--- config.mk ---
export PLATFORM = sky130hd
export DESIGN_NAME = iomem_yanitlayici
export DESIGN_NICKNAME = d
export VERILOG_FILES = /design/src/rtl/iomem_yanitlayici_pkg.sv /design/src/rtl/iomem_yanitlayici_lfsr.sv /design/src/rtl/iomem_yanitlayici.sv
export SDC_FILE = /design/constraint.sdc
export NUM_CORES = 1
export LEC_CHECK = 0
export CORE_MARGIN = 3
export CORE_UTILIZATION = 42
export CTS_CLUSTER_DIAMETER = 30
export DETAILED_ROUTE_END_ITERATION = 6
export PLACE_DENSITY = 0.79
export SYNTH_ARGS = -nofsm -noshare
export SYNTH_HDL_FRONTEND = slang
export SYNTH_HIERARCHICAL = 1
export SYNTH_SLANG_ARGS = --single-unit
export TNS_END_PERCENT = 50
--- constraint.sdc ---
create_clock -name clk_i -period 2.4 [get_ports clk_i]
set_clock_uncertainty 0.05 [all_clocks]
set_input_delay 0.48 -clock clk_i [delete_from_list [all_inputs] [get_ports clk_i]]
set_output_delay 0.48 -clock clk_i [all_outputs]
set_load 0.01 [all_outputs]
--- src/rtl/iomem_yanitlayici_pkg.sv ---
// Shared definitions for the iomem responder: FSM state encoding, default RAM window base,
// read value returned on error/write responses, and the wait-state LFSR constants.
package anabellek_paket;

   typedef enum logic [2:0] {
      BOSTA  = 3'd0,
      ERISIM = 3'd1,
      BEKLE  = 3'd2,
      YANIT  = 3'd3,
      BITIS  = 3'd4
   } durum_t;

   localparam logic [31:0] TABAN_VARSAYILAN = 32'h4000_0000;
   localparam logic [31:0] HATA_OKUMA       = 32'h0000_0000;

   // x^4 + x^3 + 1: feedback is the XOR of bits 3 and 2
   localparam logic [3:0]  LFSR_TOHUM  = 4'b1001;
   localparam logic [3:0]  LFSR_MUSLUK = 4'b1100;

endpackage

--- src/rtl/iomem_yanitlayici_lfsr.sv ---
// 4-bit Fibonacci LFSR that produces 0..3 extra wait cycles per accepted request.
// Only instantiated when IOMEM_RASTGELE_BEKLEME_EN is defined.
module rastgele_bekleme_lfsr
   import anabellek_paket::*;
(
   input  logic       clk_i,
   input  logic       rst_i,
   input  logic       en_i,
   output logic [1:0] ek_o
);

   logic [3:0] lfsr_q;
   logic [3:0] lfsr_d;

   always_comb begin
      lfsr_d = lfsr_q;
      if (en_i) begin
         lfsr_d = {lfsr_q[2:0], ^(lfsr_q & LFSR_MUSLUK)};
      end
   end

   always_ff @(posedge clk_i) begin
      if (rst_i) begin
         lfsr_q <= LFSR_TOHUM;
      end else begin
         lfsr_q <= lfsr_d;
      end
   end

   assign ek_o = lfsr_q[1:0];

endmodule

--- src/rtl/iomem_yanitlayici.sv ---
// iomem bus responder backed by one single-port RAM macro with fixed-latency FSM.
// Optional random wait states: define IOMEM_RASTGELE_BEKLEME_EN.
module iomem_yanitlayici
   import anabellek_paket::*;
#(
   parameter int          ADR_BIT = 9,
   parameter logic [31:0] TABAN   = TABAN_VARSAYILAN,
   parameter int          BEKLEME = 2
)
(
   input  logic               clk_i,
   input  logic               rst_i,
   // Handshake: the initiator raises iomem_valid and holds every request field until it
   // sees the one-cycle iomem_ready pulse; request fields are captured once, on acceptance.
   input  logic               iomem_valid,
   output logic               iomem_ready,
   input  logic [3:0]         iomem_wstrb,
   input  logic [31:0]        iomem_addr,
   input  logic [31:0]        iomem_wdata,
   output logic [31:0]        iomem_rdata,
   output logic               hata_o,
   output logic               mem_en_o,
   output logic [3:0]         mem_we_o,
   output logic [ADR_BIT-1:0] mem_adr_o,
   output logic [31:0]        mem_di_o,
   input  logic [31:0]        mem_do_i,
   output durum_t             durum_o
);

   durum_t      durum_q, durum_d;
   logic [31:0] adr_q, adr_d;
   logic [3:0]  wstrb_q, wstrb_d;
   logic [31:0] wdata_q, wdata_d;
   logic        icinde_q, icinde_d;
   logic [4:0]  sayac_q, sayac_d;
   logic        ilk_q, ilk_d;
   logic [31:0] okunan_q, okunan_d;
   logic        ready_q, ready_d;
   logic        hata_q, hata_d;
   logic [31:0] rdata_q, rdata_d;

   logic        kabul;
   logic        icinde_w;
   logic [32:0] adr_genis;
   logic [32:0] alt_sinir;
   logic [32:0] ust_sinir;
   logic [4:0]  bekleme_yuk;

   assign kabul = (durum_q == BOSTA) && iomem_valid;

   // Window check done one bit wider so a window ending at 4 GiB cannot wrap
   assign adr_genis = {1'b0, iomem_addr};
   assign alt_sinir = {1'b0, TABAN};
   assign ust_sinir = {1'b0, TABAN} + (33'd1 << (ADR_BIT + 2));
   assign icinde_w  = (adr_genis >= alt_sinir) && (adr_genis < ust_sinir);

`ifdef IOMEM_RASTGELE_BEKLEME_EN
   logic [1:0] ek_bekleme;

   rastgele_bekleme_lfsr u_lfsr (
      .clk_i (clk_i),
      .rst_i (rst_i),
      .en_i  (kabul),
      .ek_o  (ek_bekleme)
   );

   assign bekleme_yuk = 5'(BEKLEME) + {3'b000, ek_bekleme};
`else
   assign bekleme_yuk = 5'(BEKLEME);
`endif

   always_comb begin
      durum_d  = durum_q;
      adr_d    = adr_q;
      wstrb_d  = wstrb_q;
      wdata_d  = wdata_q;
      icinde_d = icinde_q;
      sayac_d  = sayac_q;
      ilk_d    = ilk_q;
      okunan_d = okunan_q;
      ready_d  = 1'b0;
      hata_d   = 1'b0;
      rdata_d  = HATA_OKUMA;
      mem_en_o = 1'b0;
      mem_we_o = 4'b0000;

      unique case (durum_q)
         BOSTA: begin
            if (iomem_valid) begin
               adr_d    = iomem_addr;
               wstrb_d  = iomem_wstrb;
               wdata_d  = iomem_wdata;
               icinde_d = icinde_w;
               durum_d  = ERISIM;
            end
         end
         ERISIM: begin
            if (icinde_q) begin
               mem_en_o = 1'b1;
               mem_we_o = wstrb_q;
            end
            sayac_d = bekleme_yuk;
            ilk_d   = 1'b1;
            durum_d = BEKLE;
         end
         BEKLE: begin
            ilk_d = 1'b0;
            if (ilk_q) begin
               okunan_d = mem_do_i;
            end
            if (sayac_q == 5'd0) begin
               durum_d = YANIT;
               ready_d = 1'b1;
               hata_d  = !icinde_q;
               // With no extra wait the RAM word is still on mem_do_i this cycle
               if (icinde_q && (wstrb_q == 4'b0000)) begin
                  rdata_d = ilk_q ? mem_do_i : okunan_q;
               end
            end else begin
               sayac_d = sayac_q - 5'd1;
            end
         end
         YANIT: begin
            durum_d = BITIS;
         end
         BITIS: begin
            durum_d = BOSTA;
         end
         default: begin
            durum_d = BOSTA;
         end
      endcase
   end

   always_ff @(posedge clk_i) begin
      if (rst_i) begin
         durum_q  <= BOSTA;
         adr_q    <= 32'h0;
         wstrb_q  <= 4'h0;
         wdata_q  <= 32'h0;
         icinde_q <= 1'b0;
         sayac_q  <= 5'd0;
         ilk_q    <= 1'b0;
         okunan_q <= 32'h0;
         ready_q  <= 1'b0;
         hata_q   <= 1'b0;
         rdata_q  <= 32'h0;
      end else begin
         durum_q  <= durum_d;
         adr_q    <= adr_d;
         wstrb_q  <= wstrb_d;
         wdata_q  <= wdata_d;
         icinde_q <= icinde_d;
         sayac_q  <= sayac_d;
         ilk_q    <= ilk_d;
         okunan_q <= okunan_d;
         ready_q  <= ready_d;
         hata_q   <= hata_d;
         rdata_q  <= rdata_d;
      end
   end

   assign mem_adr_o   = ADR_BIT'((adr_q - TABAN) >> 2);
   assign mem_di_o    = wdata_q;
   assign iomem_ready = ready_q;
   assign hata_o      = hata_q;
   assign iomem_rdata = rdata_q;
   assign durum_o     = durum_q;

endmodule
==> reports/results.tsv, run 1 <==
stage	metric	value	unit
yosys	synth_cells	514	
sta	slew_headroom	0.565	
grt	grt_max_degree	60	
routing	vias	4171	
sta	worstMarginPinSlew	0.651	ns
sta	period_share	0.919	
grt	grt_pass1_vias	4095	
clock_tree	worstSkewPairLatency	0.49	ns
yosys	synth_fp_nets	618	
clock_tree	cts_inserted_buffers	17	
sta	min_period	2.21	ns
routing	drc	0	
routing	avgViaCountPerCell	5.00	
clock_tree	ctsHoldBuffers	0	
power_and_ir_drop	ir_drop	0.507	mV
floorplan	rows	36	
place	placed_cells	802	
finish	diodes	0	
sta	finalMaxSlewViolations	0	
clock_tree	clk_pin_slew	0.06	ns
worst_setup_path	cp-end-kind	primary output	
clock_tree	clk_path_buf_depth	2	
floorplan	fp.coreArea	10000	sq um
grt	grtUsageTotal	0.212	
power_and_ir_drop	pwr_density_cell	818	nW/um^2
power_and_ir_drop	power_leakage	2.48	nW
clock_tree	htree_levels	4	
worst_setup_path	worst_ep_required_time	1.87	ns
place	io_buffer_count	183	
clock_tree	postCtsSetupRepairBufs	0	
run_status	status	finished clean	
clock_tree	cts.repair.resized	5	
routing	dr.pass1.iters	4	
floorplan	die_y	109	microns
sta	final.setup.tns	0	ns
grt	grt_overflow	0	
floorplan	start_util	0.442	
yosys	synth_area_per_cell	8.60	sq um
worst_setup_path	path_max_fanout	10	
sta	rsz0062_at_grt	false	
yosys	ys_ff_latch	121	
worst_hold_path	hold_path_class	in2reg	
sta	fmax	0.453	GHz
worst_setup_path	critPathKind	reg2out	
clock_tree	cts_tree	yes	
clock_tree	cts.sinks	121	
clock_tree	cts_root_buf	clkbuf_8	
sta	setup-violations-final	0	
yosys	yosysWarnings	6	
grt	antenna_found_initial	0	
yosys	synth_cell_types	37	
routing	drt_iter0_drc	141	
floorplan	dieArea	11800	sq um
yosys	yosysSeqAreaShare	0.548	
place	gp_congestion	0.807	
run	max_cap_violations	0	
worst_setup_path	crit_arrival	1.68	ns
routing	drtAntennaViolNets	0	
routing	routed_wirelength	12.3	mm
place	dp_hpwl	8.53	mm
sta	hold_violations	0	
finish	area_growth	57.3	%
worst_setup_path	start_kind	flop	
floorplan	die_x	109	microns
finish	drive_gt1_frac	0.0770	
grt	grt_pass1_wl	19.7	mm
floorplan	io_pins	186	
finish	stdcell_count	834	
finish	fin_nets	792	
yosys	netlist_area	4420	sq um
routing	wl_per_cell	14.7	microns
finish	final_util	0.695	
## cells by family (layout without fill, tap and decap cells)
logic type	Yosys count	in the layout	share of synthesized area
fa+ha+maj	1	1	0.00283
xor+xnor	1	1	0.00198
compound gates	89	89	0.104
mux	32	32	0.0725
simple gates	223	223	0.225
flops	121	121	0.548
buf+inv	47	234	0.0456
## cell usage after synthesis
| cell | count | share of area |
|---|---|---|
| o41ai_1 | 1 | 0.0020 |
| inv_1 | 5 | 0.0042 |
| a211oi_1 | 2 | 0.0034 |
| nand2_1 | 156 | 0.13 |
| buf_6 | 2 | 0.0051 |
| nand4b_1 | 1 | 0.0020 |
| or4_1 | 2 | 0.0034 |
| or3b_2 | 1 | 0.0020 |
| and2_1 | 1 | 0.0014 |
| o21ai_0 | 2 | 0.0023 |
| nor4b_1 | 1 | 0.0020 |
| and3_1 | 4 | 0.0057 |
| or3_1 | 3 | 0.0042 |
| nand3_1 | 2 | 0.0023 |
| nor3b_2 | 1 | 0.0028 |
| dfxtp_1 | 121 | 0.55 |
| xnor2_1 | 1 | 0.0020 |
| o22ai_1 | 1 | 0.0014 |
| clkbuf_1 | 32 | 0.027 |
| buf_1 | 2 | 0.0017 |
| buf_2 | 5 | 0.0057 |
| a21oi_1 | 81 | 0.092 |
| ha_1 | 1 | 0.0028 |
| nor3_1 | 35 | 0.040 |
| o211ai_1 | 1 | 0.0017 |
| nor4b_2 | 1 | 0.0034 |
| buf_4 | 1 | 0.0017 |
| o31ai_1 | 1 | 0.0017 |
| or4b_2 | 1 | 0.0023 |
| mux2i_1 | 32 | 0.072 |
| nand4_1 | 1 | 0.0014 |
| nor4_1 | 6 | 0.0085 |
| or4bb_1 | 1 | 0.0025 |
| nor3b_1 | 1 | 0.0017 |
| nor2_1 | 3 | 0.0025 |
| or3b_1 | 1 | 0.0020 |
| and4bb_2 | 1 | 0.0028 |
## registers in the layout, summed over array words and instances, names as in the netlist
| register | count |
|---|---|
| okunan_q | 32 |
| wstrb_q | 4 |
| adr_q | 9 |
| durum_o | 3 |
| mem_di_o | 32 |
| hata_o | 1 |
| sayac_q | 5 |
| ilk_q | 1 |
| icinde_q | 1 |
| iomem_rdata | 32 |
| iomem_ready | 1 |
## per-layer routing
metal	up-vias	track usage	routed length [microns]
met5	-	0	0
met3	8	0.0961	1260
li1	2078	-	-
met1	1922	0.243	4900
met2	163	0.358	5990
met4	0	0.0595	147
## power by group
group          total (W)  switching [W]  internal [W]
registers        0.00220      0.0000769       0.00212
clock network    0.00255       0.000948       0.00161
logic           0.000931       0.000447      0.000485
total            0.00569        0.00147       0.00422
## worst paths after layout
path	from	to	slack, ns	depth (start not counted)
worst max-delay path	durum_o[1]	mem_we_o[3]	0.19	4
worst min-delay path	rst_i	icinde_q	0.36	4
worst max register to register	durum_o[1]	sayac_q[3]	0.49	4
worst min register to register	mem_di_o[21]	mem_di_o[21]	0.40	2
## cells in the final DEF, fill, tap and decap left out, types with 2 or more instances in the layout
master and instances:
and3_1 4, clkdlybuf4s50_1 177, mux2i_1 32, clkinv_4 2, or4_1 2, clkbuf_16 16
buf_4 13, a21oi_1 81, nand2_1 156, nor4_1 6, inv_1 5, nor4b_2 2
inv_6 6, a211oi_1 2, dlygate4sd2_1 5, nor2_1 3, nand3_1 2, bufinv_16 3
dfxtp_1 120, clkinv_2 2, o21ai_0 2, or3_1 3, nor3_1 35
## critical path: stages, from the launching register on
cell and delay [ns]:
dfxtp_1 0.32, nor3b_2 0.18, buf_4 0.19, and3_1 0.21, dlygate4sd2_1 0.28
## area by class of cell
cell class / instances / area (sq um)
fill: 784 / 3050
timing repair buffer: 197 / 1940
tap: 133 / 166
clock buffer: 17 / 414
multi-input combinational: 346 / 1800
inverter: 5 / 18.8
sequential: 121 / 2420
clock inverter: 15 / 189
## metrics by stage
| step | hold WS [ns] | area (sq um) | total power [W] | setup slack, ns |
|---|---|---|---|---|
| 2_1_floorplan | 0.383 | 4420 | 0.00271 | 0.558 |
| 3_3_place_gp | 0.390 | 6360 | 0.00315 | 0.173 |
| 3_5_place_dp | 0.396 | 6360 | 0.00318 | 0.152 |
| 4_1_cts | 0.340 | 6950 | 0.00575 | 0.165 |
| 5_1_grt | 0.396 | 6950 | 0.00594 | 0.109 |
| 6_report | 0.365 | 6950 | 0.00569 | 0.194 |
Note: power is estimated with default switching activity, not from simulation.
==> run 2, diff against run 1 <==
--- a/config.mk
+++ b/config.mk
@@ -5,13 +5,13 @@
 export SDC_FILE = /design/constraint.sdc
 export NUM_CORES = 1
 export LEC_CHECK = 0
+export ABC_AREA = 1
 export CORE_MARGIN = 3
-export CORE_UTILIZATION = 42
+export CORE_UTILIZATION = 43
 export CTS_CLUSTER_DIAMETER = 30
 export DETAILED_ROUTE_END_ITERATION = 6
-export PLACE_DENSITY = 0.79
+export PLACE_DENSITY = 0.8
 export SYNTH_ARGS = -nofsm -noshare
 export SYNTH_HDL_FRONTEND = slang
-export SYNTH_HIERARCHICAL = 1
 export SYNTH_SLANG_ARGS = --single-unit
 export TNS_END_PERCENT = 50
==> run 2 against run 1 <==
Net effect:
- global-route usage is 0.17 points higher
- hold slack got worse by 0.17 ns
- wire length grew 2.7%
- cell area up 3.1%
- combinational power shrank 1%
- first-iteration DRC count grew 7.8%
- via count is 7.5% higher
- non-clock buffer count is 9 lower
- clock-buffer cell count is 2 higher
- flip-flop and latch count unchanged
- highest routed layer unchanged
==> reports/results.tsv, run 2 <==
stage	metric	value	unit
clock_tree	clk_path_buf_depth	2	
place	placed_cell_area	6590	sq um
clock_tree	cts_root_buf	clkbuf_8	
sta	worstMarginPinSlew	0.648	ns
floorplan	fp.coreArea	10400	sq um
yosys	synth_most_common_cell	nand2_1	
yosys	synth_top_area_frac	0.521	
place	io_buffer_count	183	
floorplan	rows	37	
grt	grtUsageTotal	0.214	
sta	min_period	2.26	ns
power_and_ir_drop	ir_drop	0.518	mV
power_and_ir_drop	pwr_density_cell	775	nW/um^2
routing	vias	4482	
clock_tree	postCtsSetupRepairBufs	0	
worst_setup_path	critPathSlowestCell	dfxtp_1	
finish	fin_nets	906	
finish	diodes	0	
sta	period_share	0.941	
place	gp_congestion	0.838	
yosys	synthArstFlopShare	0	
place	dp_hpwl	8.75	mm
routing	drt_iter0_drc	152	
run_status	status	finished clean	
yosys	synth_top_area_cell	dfxtp_1	
yosys	yosysWarnings	0	
yosys	synth_top_flop_cell	dfxtp_1	
yosys	synth_cells	629	
routing	wl_per_cell	13.3	microns
finish	drive_gt1_frac	0.0614	
finish	final_cell_area	7170	sq um
grt	grt_pass1_vias	4479	
routing	avgViaCountPerCell	4.72	
yosys	synth_fp_nets	733	
clock_tree	htree_levels	4	
grt	antenna_found_initial	0	
worst_setup_path	critPathKind	reg2out	
yosys	synth_edf_count	0	
sta	setup-violations-final	0	
clock_tree	cts_inserted_buffers	17	
floorplan	io_pins	186	
worst_setup_path	cp_common_cell	inv_2	
routing	dr.pass1.iters	4	
grt	grt_max_degree	81	
worst_setup_path	crit_arrival	1.73	ns
grt	grt_overflow	0	
yosys	ys_top_cells_by_count	nand2_1 (190), dfxtp_1 (121), a21oi_1 (84)	
worst_setup_path	slowest_delay	0.33	ns
worst_setup_path	path_max_fanout	4	
yosys	yosys-top-cells-area	dfxtp_1 (52%), nand2_1 (15%), a21oi_1 (9.0%)	
floorplan	start_util	0.447	
clock_tree	worstSkewPairLatency	0.49	ns
clock_tree	cts.sinks	121	
floorplan	dieArea	12100	sq um
sta	slew_headroom	0.566	
power_and_ir_drop	power_leakage	2.76	nW
yosys	synth_cell_types	22	
finish	layout_commonest_cell	nand2_1	
routing	drtAntennaViolNets	0	
worst_setup_path	worst_ep_required_time	1.87	ns
finish	layout_common_cells	nand2_1 (190), clkdlybuf4s50_1 (177), dfxtp_1 (120), a21oi_1 (84), inv_1 (80)	
floorplan	die_x	110	microns
yosys	yosysSeqAreaShare	0.521	
run	max_cap_violations	0	
worst_setup_path	start_kind	flop	
yosys	ys_ff_latch	121	
place	placed_cells	919	
finish	stdcell_count	950	
floorplan	die_y	110	microns
sta	finalMaxSlewViolations	0	
finish	area_growth	54.1	%
clock_tree	cts_tree	yes	
sta	fmax	0.443	GHz
routing	drc	0	
clock_tree	clk_pin_slew	0.05	ns
clock_tree	ctsHoldBuffers	0	
worst_setup_path	cp-end-kind	primary output	
yosys	netlist_area	4650	sq um
power_and_ir_drop	total_power	0.00555	W
sta	hold_violations	0	
routing	routed_wirelength	12.6	mm
yosys	synth_area_per_cell	7.40	sq um
worst_hold_path	hold_path_class	in2reg	
worst_setup_path	crit_chain	inv_2, nor3_4, inv_2, nor2_2, inv_1, nor2_1, dlygate4sd2_1	
grt	grt_pass1_wl	20.6	mm
[run 2: final timing paths]
check,startpoint,cells past startpoint,endpoint,slack [ns]
worst min register to register,sayac_q[4],2,sayac_q[4],0.39
worst min-delay path,rst_i,2,iomem_ready,0.19
worst max register to register,durum_o[1],6,iomem_rdata[22],0.50
worst max-delay path,durum_o[0],7,mem_we_o[3],0.14
[run 2: power by group]
group          leakage, nW  total [W]  switching [W]  internal, W
Clock                0.270    0.00245       0.000881      0.00157
Combinational         1.51   0.000922       0.000471     0.000451
Sequential           0.984    0.00218      0.0000623      0.00212
[run 2: area by class of cell]
cell class              count  area [sq um]
repair buffers            188          1900
well taps                 136           170
inverters                  84           315
clock buffers              19           422
flip-flops and latches    121          2420
clock inverters            12           153
fillers                   840          3250
multi-input cells         390          1790
[run 2: worst max-delay path: cells and delay by family (launching register included)]
kind / cells / cell delay, ns
flip-flops: 1 / 0.33
AND/OR/NAND/NOR: 3 / 0.40
buffers and inverters: 4 / 0.50
[run 2: per-layer routing]
layer,GRT usage,up-vias,part of all wire
li1,-,2284,-
met1,0.238,2017,0.40
met2,0.363,165,0.47
met3,0.0961,16,0.11
met4,0.0739,0,0.016
met5,0,-,0
[run 2: cells by family (layout without fill, tap and decap cells)]
family / count (synthesis) / count (layout) / share of synthesized area
and+or+nand+nor: 266 / 266 / 0.227
AOI/OAI and AO/OA: 123 / 123 / 0.150
DFF: 121 / 121 / 0.521
buffers and inverters: 118 / 303 / 0.100
adders and majority gates: 1 / 1 / 0.00269
[run 2: timing repair]
item / CTS / global route
endpoints found under the setup margin: 5 / 4
pin swaps: 0 / 1
gates resized for setup: 6 / 3
[run 2: through the flow]
stage / utilization / TNS, ns / hold WS [ns] / setup slack (ns)
final: 0.688 / 0 / 0.193 / 0.140
after global placement: 0.632 / 0 / 0.379 / 0.265
after detailed placement: 0.632 / 0 / 0.386 / 0.216
after floorplan: - / 0 / 0.366 / 0.672
after CTS: 0.687 / 0 / 0.176 / 0.0279
after global routing: 0.688 / -0.00469 / 0.181 / -0.00469
